$ cat src/rtl/pipe_collision.sv
// rtl/pipe_collision.sv - game-state FSM, scrolling pipes, collision detection and score
// Pipes move right-to-left in RUN; a hit freezes everything and parks the game in DEAD until reset.
module pipe_collision #(
  parameter int         SCREEN_WIDTH  = 640,
  parameter int         SCREEN_HEIGHT = 480,
  parameter int         BIRD_X        = 160,
  parameter int         BIRD_HALF     = 16,
  parameter int         PIPE_WIDTH    = 60,
  parameter int         PIPE_SPACING  = 320,
  parameter int         SCROLL        = 2,
  parameter int         GAP_HALF      = 80,
  parameter int         GAP_Y_MIN     = 112,
  parameter logic [9:0] LFSR_SEED     = 10'h2A5
) (
  input  logic               gameClk,
  input  logic               reset,
  input  logic               start,
  input  logic signed [10:0] y_in,
  output logic               finished,
  output logic [1:0]         state,
  output logic signed [10:0] pipe0_x,
  output logic signed [10:0] pipe1_x,
  output logic signed [10:0] pipe0_gap,
  output logic signed [10:0] pipe1_gap,
  output logic [9:0]         score
);

  typedef enum logic [1:0] {IDLE = 2'b00, RUN = 2'b01, DEAD = 2'b10} state_t;

  localparam logic signed [11:0] BIRD_LEFT  = 12'(BIRD_X - BIRD_HALF);
  localparam logic signed [11:0] BIRD_RIGHT = 12'(BIRD_X + BIRD_HALF);
  localparam logic signed [11:0] BIRD_XC    = 12'(BIRD_X);
  localparam logic signed [11:0] HALF       = 12'(BIRD_HALF);
  localparam logic signed [11:0] PW         = 12'(PIPE_WIDTH);
  localparam logic signed [11:0] NEG_PW     = 12'(-PIPE_WIDTH);
  localparam logic signed [11:0] STEP       = 12'(SCROLL);
  localparam logic signed [11:0] WRAP       = 12'(2 * PIPE_SPACING);
  localparam logic signed [11:0] GH         = 12'(GAP_HALF);
  localparam logic signed [11:0] GMIN       = 12'(GAP_Y_MIN);

  state_t             state_q, state_d;
  logic               finished_q, finished_d;
  logic signed [10:0] pipe0_x_q, pipe0_x_d, pipe1_x_q, pipe1_x_d;
  logic signed [10:0] pipe0_gap_q, pipe0_gap_d, pipe1_gap_q, pipe1_gap_d;
  logic [9:0]         score_q, score_d;
  logic [9:0]         lfsr_q, lfsr_d;

  logic signed [11:0] y_w, x0, x1, g0, g1, nx0, nx1, new_gap;
  logic               hit, wrap0, wrap1, cross0, cross1;
  logic [1:0]         inc;
  logic [10:0]        score_sum;

  function automatic logic pipe_hit(input logic signed [11:0] x,
                                    input logic signed [11:0] gap,
                                    input logic signed [11:0] y);
    return (BIRD_RIGHT > x) && (BIRD_LEFT < x + PW) &&
           ((y - HALF < gap - GH) || (y + HALF > gap + GH));
  endfunction

  always_comb begin
    y_w     = 12'(y_in);
    x0      = 12'(pipe0_x_q);
    x1      = 12'(pipe1_x_q);
    g0      = 12'(pipe0_gap_q);
    g1      = 12'(pipe1_gap_q);
    nx0     = x0 - STEP;
    nx1     = x1 - STEP;
    wrap0   = nx0 <= NEG_PW;
    wrap1   = nx1 <= NEG_PW;
    cross0  = (x0 + PW >= BIRD_XC) && (nx0 + PW < BIRD_XC);
    cross1  = (x1 + PW >= BIRD_XC) && (nx1 + PW < BIRD_XC);
    new_gap = GMIN + $signed({4'b0000, lfsr_q[7:0]});
    hit     = (state_q == RUN) &&
              ((y_w <= HALF) || pipe_hit(x0, g0, y_w) || pipe_hit(x1, g1, y_w));
    inc       = {1'b0, cross0} + {1'b0, cross1};
    score_sum = {1'b0, score_q} + {9'd0, inc};
    // Free-running in every state so the moment start is pressed seeds the gaps.
    lfsr_d      = {lfsr_q[8:0], lfsr_q[9] ^ lfsr_q[6]};
    state_d     = state_q;
    pipe0_x_d   = pipe0_x_q;
    pipe1_x_d   = pipe1_x_q;
    pipe0_gap_d = pipe0_gap_q;
    pipe1_gap_d = pipe1_gap_q;
    score_d     = score_q;
    case (state_q)
      IDLE: if (start) state_d = RUN;
      RUN: begin
        if (hit) begin
          state_d = DEAD;
        end else begin
          pipe0_x_d = wrap0 ? 11'(nx0 + WRAP) : 11'(nx0);
          pipe1_x_d = wrap1 ? 11'(nx1 + WRAP) : 11'(nx1);
          if (wrap0) pipe0_gap_d = 11'(new_gap);
          if (wrap1) pipe1_gap_d = 11'(new_gap);
          score_d = (score_sum > 11'd999) ? 10'd999 : score_sum[9:0];
        end
      end
      default: ;
    endcase
    finished_d = (state_d != RUN);
  end

  always_ff @(posedge gameClk or posedge reset) begin
    if (reset) begin
      state_q     <= IDLE;
      finished_q  <= 1'b1;
      pipe0_x_q   <= 11'(SCREEN_WIDTH);
      pipe1_x_q   <= 11'(SCREEN_WIDTH + PIPE_SPACING);
      pipe0_gap_q <= 11'(SCREEN_HEIGHT / 2);
      pipe1_gap_q <= 11'(SCREEN_HEIGHT / 2);
      score_q     <= 10'd0;
      lfsr_q      <= LFSR_SEED;
    end else begin
      state_q     <= state_d;
      finished_q  <= finished_d;
      pipe0_x_q   <= pipe0_x_d;
      pipe1_x_q   <= pipe1_x_d;
      pipe0_gap_q <= pipe0_gap_d;
      pipe1_gap_q <= pipe1_gap_d;
      score_q     <= score_d;
      lfsr_q      <= lfsr_d;
    end
  end

  assign finished  = finished_q;
  assign state     = state_q;
  assign pipe0_x   = pipe0_x_q;
  assign pipe1_x   = pipe1_x_q;
  assign pipe0_gap = pipe0_gap_q;
  assign pipe1_gap = pipe1_gap_q;
  assign score     = score_q;

endmodule

$ cat config.mk
export PLATFORM = sky130hd
export DESIGN_NAME = pipe_collision
export DESIGN_NICKNAME = d
export VERILOG_FILES = /design/src/rtl/pipe_collision.sv
export SDC_FILE = /design/constraint.sdc
export NUM_CORES = 1
export LEC_CHECK = 0
export ABC_AREA = 1
export CORE_ASPECT_RATIO = 0.6
export CORE_MARGIN = 2
export CORE_UTILIZATION = 36
export CTS_BUF_LIST = sky130_fd_sc_hd__clkbuf_8 sky130_fd_sc_hd__clkbuf_16
export DETAILED_ROUTE_END_ITERATION = 6
export GPL_TIMING_DRIVEN = 0
export PLACE_DENSITY = 0.67
export SYNTH_ARGS = -nofsm -noshare
export SYNTH_HDL_FRONTEND = slang
export SYNTH_SLANG_ARGS = --single-unit
$ cat constraint.sdc
create_clock -name gameClk -period 8.3 [get_ports gameClk]
set_input_delay 1.66 -clock gameClk [delete_from_list [all_inputs] [get_ports gameClk]]
set_output_delay 1.66 -clock gameClk [all_outputs]
set_load 0.005 [all_outputs]
# Word-level counts from Yosys, hierarchy flattened
# Index checks and enable logic that the tools add are counted.
[totals] word_cells=66 register_bits=63 out_inout_bits=57 inputBits=14
[classes] addsub=17 n_lt_le_gt_ge=16 muxes=6 n_bitwise=2 eq_ne=2 n_reduce_logical=15
[op_table] op="$add 11x7->12 const B" count=2
[op_table] op="$add 12x7->12 const B" count=2
[op_table] op="$ge 12x9->1 const B" count=2
[op_table] op="$gt 12x12->1" count=2
[op_table] op="$le 12x7->1 const B" count=2
[op_table] op="$lt 12x12->1" count=2
[op_table] op="$lt 12x9->1 const B" count=2
[op_table] op="$lt 9x12->1 const A" count=2
[op_table] op="$sub 11x3->12 const B" count=2
[op_table] op="$add 11x11->11 const B" count=2
[op_table] op="$gt 9x11->1 const A" count=2
[op_table] op="$mux 11" count=2
[op_table] op="$add 9x7->10 const B" count=2
[op_table] op="$sub 9x7->10 const B" count=2
[op_table] op="$add 11x6->12 const B" count=1
[op_table] op="$sub 11x6->12 const B" count=1
[op_table] op="$add 10x2->11" count=1
[op_table] op="$gt 11x10->1 const B" count=1
[op_table] op="$le 11x6->1 const B" count=1
[op_table] op="$mux 10" count=1
[op_table] op="$add 7x8->9 const A" count=1
[op_table] op="$logic_and 1x1->1" count=7
[op_table] op="$reduce_and 3->1" count=2
[op_table] op="$logic_or 1x1->1" count=4
[op_table] op="other kinds (9)" count=10

# Logic depth before layout (Yosys ltp)
# Gate-level depths: netlist of run 1.
[depth] depth_word=10 mapped_depth=29 ltp_nobuf=29

# Worst setup path after synthesis of run 1
# No wires, ideal clock.
[synth_path] kind="input port to flip-flop" from="input y_in[4]" to="register pipe1_x_q[4], in the netlist pipe1_x[4]" required_ps=8173 setup_ps=127 arrival_ps=3754 n_path_buf=1 cell_stages=17 setup_slack_ps=4419 cell_sequence="inv_1 ha_1 nand3_1 xor2_1 inv_1 ha_1 nand4_1 nor3_1 nand2_1 nand3_1 xnor2_1 nand2_1 nand2_2 nand3_4 nor2_8 buf_4 o21ai_0"
[synth_between] elab_chain_cells=9 elab_cells_between_ends=16 cone_classes="add/sub (2); order compare (5); bitwise (1); reduce/logical (8)"
[synth_rtl] item="from (decl)" line_no="18" rtl="input logic signed [10:0] y_in,"
[synth_rtl] item="$sub 11x6->12 or $add 11x6->12 (tied branches)" line_no="57" rtl="((y - HALF < gap - GH) || (y + HALF > gap + GH));"
[synth_rtl] item="$lt 12x12->1 or $gt 12x12->1 (tied branches)" line_no="57"
[synth_rtl] item="$logic_or 1x1->1" line_no="57"
[synth_rtl] item="$logic_and 1x1->1" line_no="56" rtl="return (BIRD_RIGHT > x) && (BIRD_LEFT < x + PW) &&"
[synth_rtl] item="$logic_or 1x1->1" line_no="74" rtl="((y_w <= HALF) || pipe_hit(x0, g0, y_w) || pipe_hit(x1, g1, y_w));"
[synth_rtl] item="$logic_or 1x1->1 *" line_no="74"
[synth_rtl] item="$logic_and 1x1->1 *" line_no="73" rtl="hit = (state_q == RUN) &&"
[synth_rtl] item="$not 1->1 (no line) *"
[synth_rtl] item="$reduce_and 2->1 (no line) *"
[synth_rtl] item="to (signal assigned)" line_no="108" rtl="pipe1_x_q <= 11'(SCREEN_WIDTH + PIPE_SPACING);"
[synth_rtl] item="to (signal assigned)" line_no="117" rtl="pipe1_x_q <= pipe1_x_d;"
[synth_rtl] item="to (decl)" line_no="43" rtl="logic signed [10:0] pipe0_x_q, pipe0_x_d, pipe1_x_q, pipe1_x_d;"
# Every way passes the cells marked *; elsewhere a longest branch is shown, timed or not.
# A chain may end at the register's enable or synchronous reset.

# Worst setup path after layout of run 1
[layout_path] from="input y_in[4]" to="register pipe0_x_q[6], in the netlist pipe0_x[6]"
[layout_between] elab_chain_cells=9 elab_cells_between_ends=16 cone_classes="add/sub (2); order compare (5); bitwise (1); reduce/logical (8)"
[layout_rtl] item="$sub 11x6->12 or $add 11x6->12 (tied branches)" line_no="57"
[layout_rtl] item="$lt 12x12->1 or $gt 12x12->1 (tied branches)" line_no="57"
[layout_rtl] item="$logic_or 1x1->1" line_no="57"
[layout_rtl] item="$logic_and 1x1->1" line_no="56"
[layout_rtl] item="$logic_or 1x1->1" line_no="74"
[layout_rtl] item="$logic_or 1x1->1 *" line_no="74"
[layout_rtl] item="$logic_and 1x1->1 *" line_no="73"
[layout_rtl] item="$not 1->1 (no line) *"
[layout_rtl] item="$reduce_and 2->1 (no line) *"
[layout_rtl] item="to (signal assigned)" line_no="107" rtl="pipe0_x_q <= 11'(SCREEN_WIDTH);"
[layout_rtl] item="to (signal assigned)" line_no="116" rtl="pipe0_x_q <= pipe0_x_d;"
[layout_rtl] item="to (decl)" line_no="43"
# Marks and branches as above.

==> impl_metrics.py, run 1 <==
metrics = {
    "synthesis": {
        "netlist_top_cells_area": "dfrtp_1 18%, ha_1 12%, nand2_1 12%, dfstp_2 9.5%, xor2_1 7.4%",
        "ys_warn_count": 0,
        "async_reset_ff_frac": 1.00,
        "yosysSeqAreaShare": 0.279,
        "synth.most_common_cell": "nand2_1",
        "synth.distinct_cells": 47,
        "synth.top_cell.area_share": 0.185,
        "syn_area_sq_mm": 0.00556,
        "yosys.area.top_type": "dfrtp_1",
        "netlist_top_cells_count": "179 x nand2_1, 94 x inv_1, 61 x nand3_1, 55 x ha_1, 47 x xor2_1",
        "synth_edf_count": 0,
        "ys.flop_type": "dfrtp_1",
        "syn_area_per_cell_sq_um": 7.39,
        "syn-instance-count": 752,
        "ys_ff_latch": 61,
    },
    "cells_and_area": {
        "nFillCells": 1544,
        "post-route-util": 0.446,
        "final_cells": 1040,
        "layout.nets": 902,
        "diodes": 0,
        "drive_gt1_frac": 0.118,
        "areaGrowthSynthToFinish_pct": 22.2,
    },
    "clock_tree": {
        "cts_root_buf": "clkbuf_16",
        "cts_made_buffers": 9,
        "cts_setup_buffers": 0,
        "clk_latency_ps": 330,
        "cts_buffer_depth": 2,
        "clk_pin_slew_ps": 50,
        "cts_resized": 0,
        "cts_hold_buf": 0,
        "h-tree-depth": 3,
        "cts.sinks": 61,
        "cts_tree": "yes",
    },
    "placement": {
        "io_buffers": 63,
        "gp_congestion": 0.868,
        "dp_cells": 1024,
        "hpwl_um": 11800,
    },
    "timing": {
        "hold_violations": 0,
        "whs_ps": 371,
        "tightest_slew_ps": 772,
        "drv_slew": 0,
        "rsz0062_at_grt": "no",
        "maxSlewHeadroom": 0.484,
        "worst_clock_skew_ps": 5.16,
        "fmax_mhz": 211,
        "timing.final.crit_share": 0.572,
        "setup_violations": 0,
        "min_period_ps": 4750,
        "setup_tns_ps": 0,
    },
    "setup_path": {
        "start_kind": "input pin",
        "cp_slowest_cell": "clkdlybuf4s50_1",
        "crit_path_end_kind": "flip-flop",
        "worst-path-max-fanout": 10,
        "cp_top_family": "simple AND/OR/NAND/NOR gates",
        "path_buf_inv": 4,
        "path_class": "input pin to flip-flop",
        "arrival_ps": 4990,
        "cp_slowest_stage_delay_ps": 550,
        "cp.required_ps": 8540,
        "crit_chain": "clkdlybuf4s50_1, inv_1, ha_1, nand3_1, xor2_1, inv_1, ha_1, nand4_1, nor3_1, nand2_1, nand3_1, xnor2_1, nand2_1, nand2_2, nand4_4, buf_2, o21ai_1",
    },
    "grt": {
        "antenna_found_initial": 0,
        "grt_overflow": 0,
        "grt_pass1_vias": 4651,
        "grt_max_degree": 36,
        "grt_pass1_wl_um": 24200,
        "track_usage": 0.189,
    },
    "detailed_routing": {
        "dr.pass1.iters": 6,
        "wire_per_inst_um": 14.2,
        "vias": 5179,
        "drc": 0,
        "antenna_left": 0,
        "drt_iter0_drc": 369,
        "drt-total-wl_um": 14800,
        "vias_per_cell": 4.98,
    },
    "die": {
        "core_sq_mm": 0.0152,
        "io_pins": 71,
        "fp.dieH_um": 100,
        "initial_core_util": 0.365,
        "num_rows": 35,
        "die_w_um": 164,
        "die_area_sq_mm": 0.0165,
    },
    "pwr": {
        "p_leak_uw": 0.00327,
        "p_total_uw": 822,
        "peakVddDrop_mv": 0.0807,
        "pwr_density_cell_mw_per_mm2": 121,
    },
    "min_path": {
        "min_path_type": "flip-flop to flip-flop",
    },
    "run": {
        "max_cap_viol_count": 0,
    },
    "outcome": {
        "status": "complete, no violations",
    },
}
-- sequential cells by signal (all words and copies together), names as in the netlist --
signal,cells
lfsr_q,10
pipe0_x,10
pipe1_x,10
score,10
pipe0_gap,9
pipe1_gap,9
state,2
finished,1
-- cell usage in the layout, fill, tap and decap left out, types with 4 or more instances in the layout --
cell type        synthesis  routed
xor2_1                  47      47
ha_1                    55      55
nor2_1                  38      38
nand3_1                 61      61
a21oi_1                 26      26
nor3_1                   4       4
conb_1                   1       6
inv_1                   94      94
xnor2_1                  5       5
o21ai_1                 32      32
buf_2                    7       7
nand2_2                  6       6
dfstp_2                 20      20
o21bai_1                18      18
buf_6                    7       7
buf_4                   11      11
inv_2                    7       8
clkdlybuf4s50_1          0      63
nor2_2                   9       9
nand2_1                179     179
clkbuf_16                0       9
nand4_1                 24      24
dfrtp_1                 41      41
o21ai_0                 23      23
-- logic make-up (layout without fill, tap and decap cells) --
family,count (synthesis),after routing,synth area share
other cells,1,6,0.000674
xor+xnor,55,55,0.0907
compound gates,115,115,0.120
simple gates,337,337,0.278
flops,61,61,0.279
buf+inv,127,207,0.104
fa+ha+maj,56,56,0.127
-- where the power goes --
part           leakage [uW]  switching [uW]  internal [uW]
registers          0.000695            6.00            302
clock network      0.000156             134            255
logic               0.00242            75.7           48.7
total               0.00327             216            606
-- worst paths after layout --
kind | slack (ps) | endpoint | cells after the start | start
worst max-delay path | 3550 | pipe0_x[6] | 17 | y_in[4]
worst min-delay path | 370 | lfsr_q[9] | 0 | lfsr_q[8]
worst max register to register | 3850 | score[4] | 25 | pipe0_x[2]
worst min register to register | 370 | lfsr_q[9] | 0 | lfsr_q[8]
max in group asynchronous | 5810 | pipe0_x[7] | 3 | reset
min in group asynchronous | 1800 | score[4] | 2 | reset
-- final cells by class --
type,instances,area (sq um),share of cell area
plain buffers,25,196,0.0289
clock buffers,12,267,0.0392
clock inverters,4,46.3,0.00681
inverters,102,383,0.0563
multi-input cells,569,3450,0.507
flip-flops and latches,61,1550,0.228
well taps,203,254,0.0374
repair buffers,64,651,0.0957
-- metrics by stage --
step / setup slack (ps) / cell area, sq um
finish: 3550 / 6800
global route: 3300 / 6800
CTS: 3600 / 6800
detailed placement: 3260 / 6480
global placement: 3300 / 6460
floorplan: 4420 / 5580
-- per-layer routing --
layer	track usage	routed length, um
met2	0.239	5370
met1	0.315	8120
met3	0.0438	1160
met4	0.0341	150
met5	0	0
Note: power is estimated with default switching activity, not from simulation.
==> run 2, diff against run 1 <==
--- a/config.mk
+++ b/config.mk
@@ -12,7 +12,7 @@
 export CTS_BUF_LIST = sky130_fd_sc_hd__clkbuf_8 sky130_fd_sc_hd__clkbuf_16
 export DETAILED_ROUTE_END_ITERATION = 6
 export GPL_TIMING_DRIVEN = 0
-export PLACE_DENSITY = 0.67
+export PLACE_DENSITY = 0.69
 export SYNTH_ARGS = -nofsm -noshare
 export SYNTH_HDL_FRONTEND = slang
 export SYNTH_SLANG_ARGS = --single-unit
==> constraint.sdc (replaced) <==
create_clock -name gameClk -period 4.2 [get_ports gameClk]
set_input_delay 0.84 -clock gameClk [delete_from_list [all_inputs] [get_ports gameClk]]
set_output_delay 0.84 -clock gameClk [all_outputs]
set_load 0.005 [all_outputs]
==> impl_metrics.py, run 2 (same netlist as run 1, synthesis figures left out) <==
metrics = {
    "grt": {
        "grt_util_met1": 0.321,
        "use_met2": 0.234,
        "track_usage": 0.187,
        "antenna_found_initial": 0,
        "grt_overflow": 0,
        "grt_pass1_wl_um": 24400,
        "grt_pass1_vias": 4743,
        "gr-usage-met3": 0.0372,
        "grt_max_degree": 43,
        "grt_most_used_layer": "met1",
    },
    "detailed_routing": {
        "drt-total-wl_um": 15000,
        "drt_iter0_drc": 401,
        "drc": 0,
        "antenna_left": 0,
        "vias_per_cell": 4.95,
        "wire_per_inst_um": 14.2,
        "dr.pass1.iters": 4,
        "vias": 5209,
    },
    "setup_path": {
        "worst-path-max-fanout": 8,
        "start_kind": "flip-flop",
        "path_class": "flip-flop to flip-flop",
        "r2r_cells": 25,
        "cp.required_ps": 4410,
        "arrival_ps": 4100,
        "crit_path_end_kind": "flip-flop",
    },
    "timing": {
        "drv_slew": 0,
        "worst_clock_skew_ps": 8.20,
        "fmax_mhz": 257,
        "fin_ws_ps": 310,
        "setup_tns_ps": 0,
        "timing.final.crit_share": 0.926,
        "rsz0062_at_grt": "yes",
        "maxSlewHeadroom": 0.577,
        "tightest_slew_ps": 632,
        "min_period_ps": 3890,
        "hold_violations": 0,
        "setup_violations": 0,
    },
    "die": {
        "io_pins": 71,
        "fp.dieH_um": 100,
        "die_area_sq_mm": 0.0165,
        "core_sq_mm": 0.0152,
        "initial_core_util": 0.365,
        "num_rows": 35,
        "die_w_um": 164,
    },
    "clock_tree": {
        "clk_pin_slew_ps": 60,
        "cts.sinks": 61,
        "cts_made_buffers": 9,
        "h-tree-depth": 3,
        "clk_latency_ps": 330,
        "cts_tree": "yes",
        "cts_buffer_depth": 2,
        "cts_root_buf": "clkbuf_16",
    },
    "cells_and_area": {
        "final_common_cell": "nand2_1",
        "drive_gt1_frac": 0.160,
        "post-route-util": 0.461,
        "layout.nets": 915,
        "diodes": 0,
        "final_cells": 1053,
        "areaGrowthSynthToFinish_pct": 26.4,
        "layout_common_cells": "177 x nand2_1, 89 x inv_1, 63 x clkdlybuf4s50_1, 60 x nand3_1, 50 x ha_1",
    },
    "run": {
        "max_cap_viol_count": 0,
    },
    "placement": {
        "dp_cells": 1024,
        "gp_congestion": 0.877,
        "io_buffers": 63,
        "post-place-ws_ps": -194,
        "hpwl_um": 11600,
    },
    "outcome": {
        "status": "complete, no violations",
    },
    "min_path": {
        "min_path_type": "flip-flop to flip-flop",
        "min_path_cells": 0,
    },
    "pwr": {
        "peakVddDrop_mv": 0.192,
        "pwr_density_cell_mw_per_mm2": 236,
        "p_leak_uw": 0.00333,
    },
}
run 2: layer usage:
layer	part of all wire	up-vias
li1	-	2629
met1	0.57	2436
met2	0.37	136
met3	0.058	8
met4	0.0043	0
met5	0	-
run 2: through the flow:
stage	hold slack [ps]	area, sq um	power (uW)
2_1_floorplan	333	5580	784
3_3_place_gp	335	6460	855
3_5_place_dp	340	6480	861
4_1_cts	352	6840	1660
5_1_grt	371	7030	1730
6_report	349	7030	1660
run 2: layout make-up:
type | count | area (sq um)
Tap cell | 203 | 254
Clock buffer | 9 | 225
Multi-Input combinational cell | 569 | 3570
Inverter | 102 | 385
Buffer | 25 | 196
Timing Repair Buffer | 77 | 748
Clock inverter | 7 | 91.3
Sequential cell | 61 | 1560
Fill cell | 1535 | 8210
run 2: power by group:
group,internal [uW],total (uW),switching (uW)
combinational,101,255,154
sequential,597,609,11.9
clock,516,797,281
total,1210,1660,447
run 2: timing repair:
action,CTS,global route
hold buffers,0,0
setup buffers,3,10
resized for setup,4,30
cloned,0,0
endpoints found under the setup margin,9,11
pin swaps,0,4
run 2: final timing paths:
path                            start         end  slack [ps]
setup / recovery           pipe0_x[2]    score[4]         310
setup reg to reg           pipe0_x[2]    score[4]         310
max in group asynchronous       reset  pipe1_x[9]        2710
hold reg to reg             lfsr_q[8]   lfsr_q[9]         350
hold / removal              lfsr_q[8]   lfsr_q[9]         350
min in group asynchronous       reset    score[8]         850
run 2: worst max-delay path: stages (launching register included):
cell      delay (ps)
dfrtp_2          440
inv_4            100
ha_2             200
nand3_2          110
nor2_4           160
nand2_2          100
xor2_4           170
ha_2             250
nand2_1          100
o31ai_2          280
a21oi_4          110
fa_2             370
ha_1             200
nand2_1          130
nor2_4            50
nand4_1          100
buf_4            130
nand2_1           40
inv_1             70
o211ai_1          90
nor2_1           100
nand3_1          140
nand2_4          140
inv_1             60
nand2_1           60
o21ai_1           60
